`config.mk`:
```
export PLATFORM = sky130hd
export DESIGN_NAME = nixie_scan_decoder_flat
export DESIGN_NICKNAME = d
export VERILOG_FILES = /design/src/rtl/nixie_scan_if.sv /design/src/rtl/nixie_scan_decoder.sv /design/src/flat_wrapper.sv
export SDC_FILE = /design/constraint.sdc
export NUM_CORES = 1
export LEC_CHECK = 0
export ABC_CLOCK_PERIOD_IN_PS = 2800
export CORE_MARGIN = 3
export CORE_UTILIZATION = 26
export CTS_CLUSTER_DIAMETER = 60
export DETAILED_ROUTE_END_ITERATION = 8
export HOLD_SLACK_MARGIN = 0.1
export MAX_ROUTING_LAYER = met4
export PLACE_DENSITY = 0.42
export SLEW_MARGIN = 0
export SYNTH_ARGS = -nofsm -noshare
export SYNTH_HDL_FRONTEND = slang
export SYNTH_SLANG_ARGS = --single-unit
```
`constraint.sdc`:
```
create_clock -name clk -period 2.8 [get_ports clk]
set_input_delay 0.56 -clock clk [delete_from_list [all_inputs] [get_ports clk]]
set_output_delay 0.56 -clock clk [all_outputs]
set_load 0.02 [all_outputs]
```
`src/rtl/nixie_scan_if.sv`:
```
// Display-side bundle for the multiplexed nixie scanner: the BCD load
// interface toward the counter logic and the cathode/anode drive toward the pins.
interface nixie_scan_if #(
   parameter int unsigned DIGITS = 4
);
   logic [4*DIGITS-1:0] bcd;
   logic                load;
   logic                lzb;
   logic [9:0]          cathode;
   logic [DIGITS-1:0]   anode;
   logic                err;
   logic                busy_frame;

   modport master (
      output bcd, load, lzb,
      input  cathode, anode, err, busy_frame
   );

   modport slave (
      input  bcd, load, lzb,
      output cathode, anode, err, busy_frame
   );
endinterface

```
`src/rtl/nixie_scan_decoder.sv`:
```
// Multiplexed BCD-to-decimal nixie scanner: latches a packed BCD word and lights
// one digit at a time, with a blank gap between digits and frame-aligned updates.
module nixie_scan_decoder #(
   parameter int unsigned DIGITS = 4,
   parameter int unsigned DWELL  = 12000,
   parameter int unsigned BLANK  = 120
) (
   input  logic          clk,
   input  logic          rst,
   nixie_scan_if.slave   bus
);
   localparam int unsigned MAX_CNT = (DWELL > BLANK) ? DWELL : BLANK;
   localparam int unsigned CNT_W   = (MAX_CNT > 1) ? $clog2(MAX_CNT) : 1;
   localparam int unsigned IDX_W   = (DIGITS > 1) ? $clog2(DIGITS) : 1;
   localparam int unsigned BCD_W   = 4 * DIGITS;

   typedef enum logic {
      ST_BLANK = 1'b0,
      ST_ON    = 1'b1
   } state_t;

   state_t             state;
   logic [CNT_W-1:0]   cnt;
   logic [IDX_W-1:0]   idx;
   logic [BCD_W-1:0]   disp;
   logic [BCD_W-1:0]   pend;
   logic               pend_vld;

   logic               blank_done_c;
   logic               on_done_c;
   logic               frame_end_c;
   logic               zero_run;
   logic [DIGITS-1:0]  lz_c;
   logic [DIGITS-1:0]  sel_c;
   logic [9:0]         cath_c;
   logic               err_c;

   // 4-to-10 decode; codes above 9 blank the cathodes like a CD4028
   function automatic logic [9:0] decode(input logic [3:0] nib);
      decode = (nib <= 4'd9) ? (10'd1 << nib) : 10'd0;
   endfunction

   // Phase terminal counts; frame ends on the last lit cycle of the top digit
   always_comb begin
      blank_done_c = (cnt == CNT_W'(BLANK - 1));
      on_done_c    = (cnt == CNT_W'(DWELL - 1));
      frame_end_c  = (state == ST_ON) && on_done_c && (idx == IDX_W'(DIGITS - 1));
   end

   // Leading-zero run from the top nibble down, plus the invalid-code flag
   always_comb begin
      zero_run = 1'b1;
      lz_c     = '0;
      err_c    = 1'b0;
      for (int k = DIGITS - 1; k >= 0; k--) begin
         zero_run = zero_run & (disp[4*k +: 4] == 4'd0);
         lz_c[k]  = zero_run & (k != 0);
         err_c    = err_c | (disp[4*k +: 4] > 4'd9);
      end
   end

   // Anode select and cathode pattern for the digit at the current index
   always_comb begin
      sel_c  = '0;
      cath_c = '0;
      for (int k = 0; k < DIGITS; k++) begin
         if (idx == IDX_W'(k)) begin
            sel_c[k] = 1'b1;
            cath_c   = (bus.lzb && lz_c[k]) ? 10'd0 : decode(disp[4*k +: 4]);
         end
      end
   end

   always_ff @(posedge clk or posedge rst) begin
      if (rst) begin
         state          <= ST_BLANK;
         cnt            <= '0;
         idx            <= '0;
         disp           <= '0;
         pend           <= '0;
         pend_vld       <= 1'b0;
         bus.cathode    <= '0;
         bus.anode      <= '0;
         bus.err        <= 1'b0;
         bus.busy_frame <= 1'b0;
      end else begin
         bus.busy_frame <= frame_end_c;
         bus.err        <= err_c;

         // A load coinciding with the frame edge bypasses the pending stage
         if (frame_end_c) begin
            if (bus.load) begin
               disp <= bus.bcd;
            end else if (pend_vld) begin
               disp <= pend;
            end
            pend_vld <= 1'b0;
         end else if (bus.load) begin
            pend     <= bus.bcd;
            pend_vld <= 1'b1;
         end

         case (state)
            ST_BLANK: begin
               if (blank_done_c) begin
                  state       <= ST_ON;
                  cnt         <= '0;
                  bus.anode   <= sel_c;
                  bus.cathode <= cath_c;
               end else begin
                  cnt         <= cnt + CNT_W'(1);
                  bus.anode   <= '0;
                  bus.cathode <= '0;
               end
            end
            ST_ON: begin
               if (on_done_c) begin
                  state       <= ST_BLANK;
                  cnt         <= '0;
                  idx         <= (idx == IDX_W'(DIGITS - 1)) ? '0 : idx + IDX_W'(1);
                  bus.anode   <= '0;
                  bus.cathode <= '0;
               end else begin
                  cnt         <= cnt + CNT_W'(1);
                  bus.anode   <= sel_c;
                  bus.cathode <= cath_c;
               end
            end
            default: begin
               state <= ST_BLANK;
               cnt   <= '0;
            end
         endcase
      end
   end
endmodule

```
`src/flat_wrapper.sv`:
```
// flat-port wrapper written by rule: the top's interface ports become plain ports
module nixie_scan_decoder_flat 
#(
   parameter int unsigned DIGITS = 4,
   parameter int unsigned DWELL  = 12000,
   parameter int unsigned BLANK  = 120
)
  (clk, rst, bus_bcd, bus_load, bus_lzb, bus_cathode, bus_anode, bus_err, bus_busy_frame);
  nixie_scan_if #(.DIGITS(DIGITS)) bus_i ();
  input  logic clk;
  input  logic rst;
  input wire logic [$bits(bus_i.bcd)-1:0] bus_bcd;
  input wire logic [$bits(bus_i.load)-1:0] bus_load;
  input wire logic [$bits(bus_i.lzb)-1:0] bus_lzb;
  output wire logic [$bits(bus_i.cathode)-1:0] bus_cathode;
  output wire logic [$bits(bus_i.anode)-1:0] bus_anode;
  output wire logic [$bits(bus_i.err)-1:0] bus_err;
  output wire logic [$bits(bus_i.busy_frame)-1:0] bus_busy_frame;
  assign bus_i.bcd = bus_bcd;
  assign bus_i.load = bus_load;
  assign bus_i.lzb = bus_lzb;
  assign bus_cathode = bus_i.cathode;
  assign bus_anode = bus_i.anode;
  assign bus_err = bus_i.err;
  assign bus_busy_frame = bus_i.busy_frame;
  nixie_scan_decoder #(.DIGITS(DIGITS), .DWELL(DWELL), .BLANK(BLANK)) u_core (.clk(clk), .rst(rst), .bus(bus_i));
endmodule
```
==> flow_summary.ini <==
[power]
vdd_drop_max_v = 0.000281
p_per_area_nw_per_um2 = 533
p_leak_nw = 1.79

[yosys]
synth_area_leaders = dfrtp_1, mux2_2, o21ai_0, mux2_4, a32oi_1
ys_ff_latch = 66
synth_top_flop_cell = dfrtp_1
syn_inst = 310
syn-cell-area_um2 = 3440
synth_edf_count = 0
synth_most_common_cell = dfrtp_1
synthArstFlopShare_pct = 100
syn_nets = 335
synth.avg_cell_area_um2 = 11.1
ys_warn_count = 0
yosys-top-cells-count = dfrtp_1, o21ai_0, inv_1
yosysTopAreaCellShare_pct = 48.0
yosys.area.top_type = dfrtp_1
synthDistinctLibCells = 50
synth_seq_area_share_pct = 48.0

[worst_setup_path]
worstPathCellList = ha_1 -> nor3b_4 -> nand4_1 -> o21ai_4 -> mux2_2
critPathArrivalTime_ps = 2310
cp_max_fo = 11
crit_path_max_incr_delay_ps = 400
cp_top_family = simple AND/OR/NAND/NOR gates
end_kind = flip-flop
critical_path_class = flip-flop to flip-flop
critPathSlowestCell = dfrtp_1
required_ps = 3010
crit_buf_inv = 0
reg2regPathDepth = 5
cp_num_cells = 5
cp-start-kind = flip-flop

[flow_run]
maxCapViolations = 0

[min_path]
hp-class = flip-flop to flip-flop
hold_depth = 1

[global_route]
grt_max_degree = 67
grt.overflow.total = 0
antenna_found_initial = 0
grt_usage_pct = 11.7
grt_pass1_wl_mm = 12.9
grt_pass1_vias = 2393

[floorplanning]
ios = 36
die_area_um2 = 14600
fp.coreArea_um2 = 12800
dieWidth_um = 121
start_util_pct = 26.9
std_cell_rows = 41
fp.dieH_um = 121

[timing]
skew_ps = 5.92
max_freq_ghz = 0.477
period_minus_slack_ps = 2100
tightestPinTransition_ps = 630
worst_hold_slack_ps = 485
rsz0062_at_grt = no
slew_viol_final = 0
fin_crit_sh_pct = 74.9
tns_ps = 0
setup_viol = 0
hold_viol = 0
max-slew-margin-rel_pct = 57.9

[cts]
htree_num_levels = 3
cts_tree = yes
cts_buffers = 9
cts_resized = 0
clkLatencyLatePin_ps = 330
cts.path.max_buffers = 2
path_clk_slew_ps = 60
hold_buffers = 0
cts_root_buf = clkbuf_16
clkSinkCount = 66
postCtsSetupBuffers = 0

[cells_and_area]
layout-drive-gt1-share_pct = 16.5
area_growth_pct = 22.6
nets = 373
diodes = 0
fill_cells = 1303

[routing]
post_drt_wl_per_cell_um = 14.9
route.detailed.drc = 0
firstDrtPassIters = 4
vias = 2433
ant_nets = 0
avgViaCountPerCell = 4.64
drt_iter0_markers = 119
routed_wl_mm = 7.83

[placement]
gp_congestion = 0.780
hpwl_mm = 5.56
port-buffer-count = 35

[outcome]
status = complete, no violations
final timing paths:
path | start | endpoint | slack (ps)
max | u_core.cnt[0] | u_core.pend[12] | 700
min | u_core.pend[6] | u_core.pend[6] | 490
max reg2reg | u_core.cnt[0] | u_core.pend[12] | 700
min reg2reg | u_core.pend[6] | u_core.pend[6] | 490
max in group asynchronous | rst | u_core.pend[11] | 1880
min in group asynchronous | rst | u_core.cnt[5] | 620
cell type report:
| type | instances | area [µm²] | share of cell area [%] |
|---|---|---|---|
| Inverter | 20 | 75.1 | 1.78 |
| Tap cell | 172 | 215 | 5.10 |
| Clock buffer | 11 | 253 | 5.99 |
| Timing Repair Buffer | 40 | 400 | 9.50 |
| Clock inverter | 4 | 27.5 | 0.653 |
| Multi-Input combinational cell | 211 | 1590 | 37.8 |
| Sequential cell | 66 | 1650 | 39.2 |
layout by cell type, fill, tap and decap left out, types with 7 or more instances in the layout:
cell type	count
a21oi_1	7
a32oi_1	9
and3_1	12
clkbuf_16	9
clkdlybuf4s50_1	35
dfrtp_1	66
inv_1	19
mux2_2	19
mux2_4	8
nand2_1	13
nand3_1	7
nor2_1	18
o21ai_0	25
o2bb2ai_1	7
xnor2_1	7
layer usage:
layer / vias up / track usage, % / share of wire (%)
met5: - / - / 0
met4: 0 / 5.38 / 2.6
met3: 12 / 2.66 / 4.1
met2: 57 / 15.2 / 41
met1: 1162 / 17.2 / 53
li1: 1202 / - / -
where the power goes:
part           leakage [nW]  total (mW)  internal (mW)  switching, mW
Combinational         0.813       0.166         0.0864         0.0795
Clock                 0.130        1.06          0.640          0.417
Sequential            0.848        1.02          0.990         0.0343
through the flow:
stage	utilization, %	area (µm²)	setup slack [ps]	power, mW	std cells
floorplan	-	3440	585	1.14	310
global placement	30.8	3940	639	1.21	509
detailed placement	30.8	3940	630	1.21	509
CTS	33.0	4220	698	2.29	524
global route	33.0	4220	472	2.36	524
finish	33.0	4220	704	2.25	524
worst reg2reg max path, stage by stage, from the launching register on:
cell and delay (ps):
dfrtp_1 400, ha_1 260, nor3b_4 310, nand4_1 230
o21ai_4 410, mux2_2 390
state kept, by name (all words and copies together) (netlist names):
register and flops:
u_core.bus.busy_frame 1, u_core.state 1, u_core.pend_vld 1, u_core.idx 2, u_core.pend 16, u_core.cnt 14, u_core.bus.cathode 10, u_core.bus.err 1
u_core.bus.anode 4, u_core.disp 16
kinds of logic after synthesis:
family	synth area share, %
fa+ha+maj	1.82
mux	11.9
simple gates	17.9
compound gates	11.7
xor+xnor	3.06
buf+inv	5.64
flops	48.0
No activity file was read; power rests on OpenSTA's default activity.
==> RTL edit, RTL diff (same flow settings) <==
`DWELL` is set to 12000 in 2 places; all go to 24000.
--- a/src/rtl/nixie_scan_decoder.sv
+++ b/src/rtl/nixie_scan_decoder.sv
@@ -2,7 +2,7 @@
 // one digit at a time, with a blank gap between digits and frame-aligned updates.
 module nixie_scan_decoder #(
    parameter int unsigned DIGITS = 4,
-   parameter int unsigned DWELL  = 12000,
+   parameter int unsigned DWELL  = 24000,
    parameter int unsigned BLANK  = 120
 ) (
    input  logic          clk,
--- a/src/flat_wrapper.sv
+++ b/src/flat_wrapper.sv
@@ -2,7 +2,7 @@
 module nixie_scan_decoder_flat 
 #(
    parameter int unsigned DIGITS = 4,
-   parameter int unsigned DWELL  = 12000,
+   parameter int unsigned DWELL  = 24000,
    parameter int unsigned BLANK  = 120
 )
   (clk, rst, bus_bcd, bus_load, bus_lzb, bus_cathode, bus_anode, bus_err, bus_busy_frame);
Function: same outputs for any inputs over 10 cycles, from zero or initial values and one cycle with rst high; that may be too few to reach the edited logic, so the function may still have changed.
==> RTL edit against the unedited design <==
Cell area rose by 1.8%. Final cell count rose by 5.0%. Synthesized cell count rose by 8.1%. Setup slack improved by 31 ps. Routed wire length rose by 10%. Via count rose by 11%. Sequential cell count rose by 1. Area after synthesis rose by 0.11%. Power rose by 2.0%. Critical path type unchanged. Largest cell class unchanged. Largest power group unchanged.
==> RTL edit: results <==
group,metric,value,unit
status,outcome,"complete, no violations",
layout,fin_nets,398,
worst_setup_path,regToRegSetupSlack,740,ps
min_path,min_to,"u_core.cnt[9]$_DFF_PP0_",
grt,grtUsageTotal,13.1,%
drt,drt_iter0_markers,205,
synthesis,synth_cell_type_count,54,
layout,reg_top3,"u_core.disp x16, u_core.pend x16, u_core.cnt x15",
drt,drt_pre_antenna_iters,6,
worst_setup_path,r2r-start,"u_core.idx[0]$_DFFE_PP0N_",
worst_setup_path,crit_fanout,9,
grt,globalRouteMet1Util,17.0,%
sta,holdWs,496,ps
worst_setup_path,r2r-end,"u_core.bus.cathode[0]$_DFF_PP0_",
pwr,power.leakage,1.93,nW
grt,grt_max_degree,68,
placement,hpwl,5.97,mm
placement,pre_cts_ws,663,ps
drt,viasPerCell,4.91,
placement,place_congestion,0.853,
min_path,hp-start,"u_core.cnt[9]$_DFF_PP0_",
die,start_util,27.0,%
grt,gr-usage-met3,2.75,%
pwr,irDropWorstVdd,0.000263,V
pwr,switchingPower,0.000479,W
drt,post_drt_wl_per_cell,15.7,um
synthesis,synth_area_leaders,"dfrtp_1 (49%), inv_1 (5.8%), a222oi_1 (4.4%), mux2i_1 (4.4%), nor2_1 (2.9%)",
synthesis,synthTopCellsByCount,"dfrtp_1 (67), inv_1 (53), nor2_1 (27)",
sta,tightest_slew,542,ps
min_path,hold_depth,1,
RTL edit: per-layer routing:
layer / up-vias / share of wire (%)
met1: 1324 / 48
met4: 0 / 3.8
met3: 21 / 5.0
li1: 1282 / -
met5: - / 0
met2: 75 / 43
RTL edit: final cells by class:
cell class / count / area [um2] / share of cell area, %
well taps: 172 / 215 / 5.01
repair buffers: 40 / 400 / 9.33
inverters: 54 / 203 / 4.72
clock inverters: 5 / 77.6 / 1.81
flip-flops and latches: 67 / 1680 / 39.1
clock buffers: 11 / 233 / 5.42
multi-input cells: 201 / 1490 / 34.6
RTL edit: critical path: stages (launching register included):
cell and delay (ps):
dfrtp_1 420, ha_1 320, or4b_2 760, nor3_1 180
a21oi_1 60, a211oi_1 220
RTL edit: how the worst max path moves through the flow:
stage	from	endpoint	slack, ps
after floorplan	rst	u_core.bus.anode[0]$_DFF_PP0_	560
after global placement	bus_load	u_core.disp[10]$_DFFE_PP0P_	680
after detailed placement	bus_load	u_core.disp[6]$_DFFE_PP0P_	660
after CTS	u_core.idx[1]$_DFFE_PP0N_	u_core.bus.cathode[0]$_DFF_PP0_	730
after global routing	u_core.idx[1]$_DFFE_PP0N_	u_core.bus.cathode[0]$_DFF_PP0_	580
final	u_core.idx[0]$_DFFE_PP0N_	u_core.bus.cathode[0]$_DFF_PP0_	740
RTL edit: logic make-up (layout without fill, tap and decap cells):
kind of cell / after synthesis / in the layout / synth area share [%]
xor+xnor: 13 / 13 / 3.31
simple gates: 111 / 111 / 20.2
flops: 67 / 67 / 48.7
fa+ha+maj: 5 / 5 / 1.82
mux: 17 / 17 / 5.01
compound gates: 55 / 55 / 12.8
buf+inv: 67 / 110 / 8.14
RTL edit: stage by stage:
| stage | total power (W) | instance area [um2] | instances | utilization, % |
|---|---|---|---|---|
| global route | 0.00239 | 4290 | 550 | 33.6 |
| CTS | 0.00233 | 4290 | 550 | 33.6 |
| detailed placement | 0.00112 | 3980 | 534 | 31.2 |
| finish | 0.00229 | 4290 | 550 | 33.6 |
| floorplan | 0.00107 | 3440 | 335 | - |
| global placement | 0.00112 | 3980 | 534 | 31.2 |
RTL edit: power by group through the flow:
stage	registers, W	clock network, W	logic, W
floorplan	0.00101	0	0.0000569
global placement	0.00101	0	0.000105
detailed placement	0.00101	0	0.000106
CTS	0.000997	0.00123	0.000107
global route	0.000999	0.00128	0.000117
finish	0.000997	0.00119	0.000103
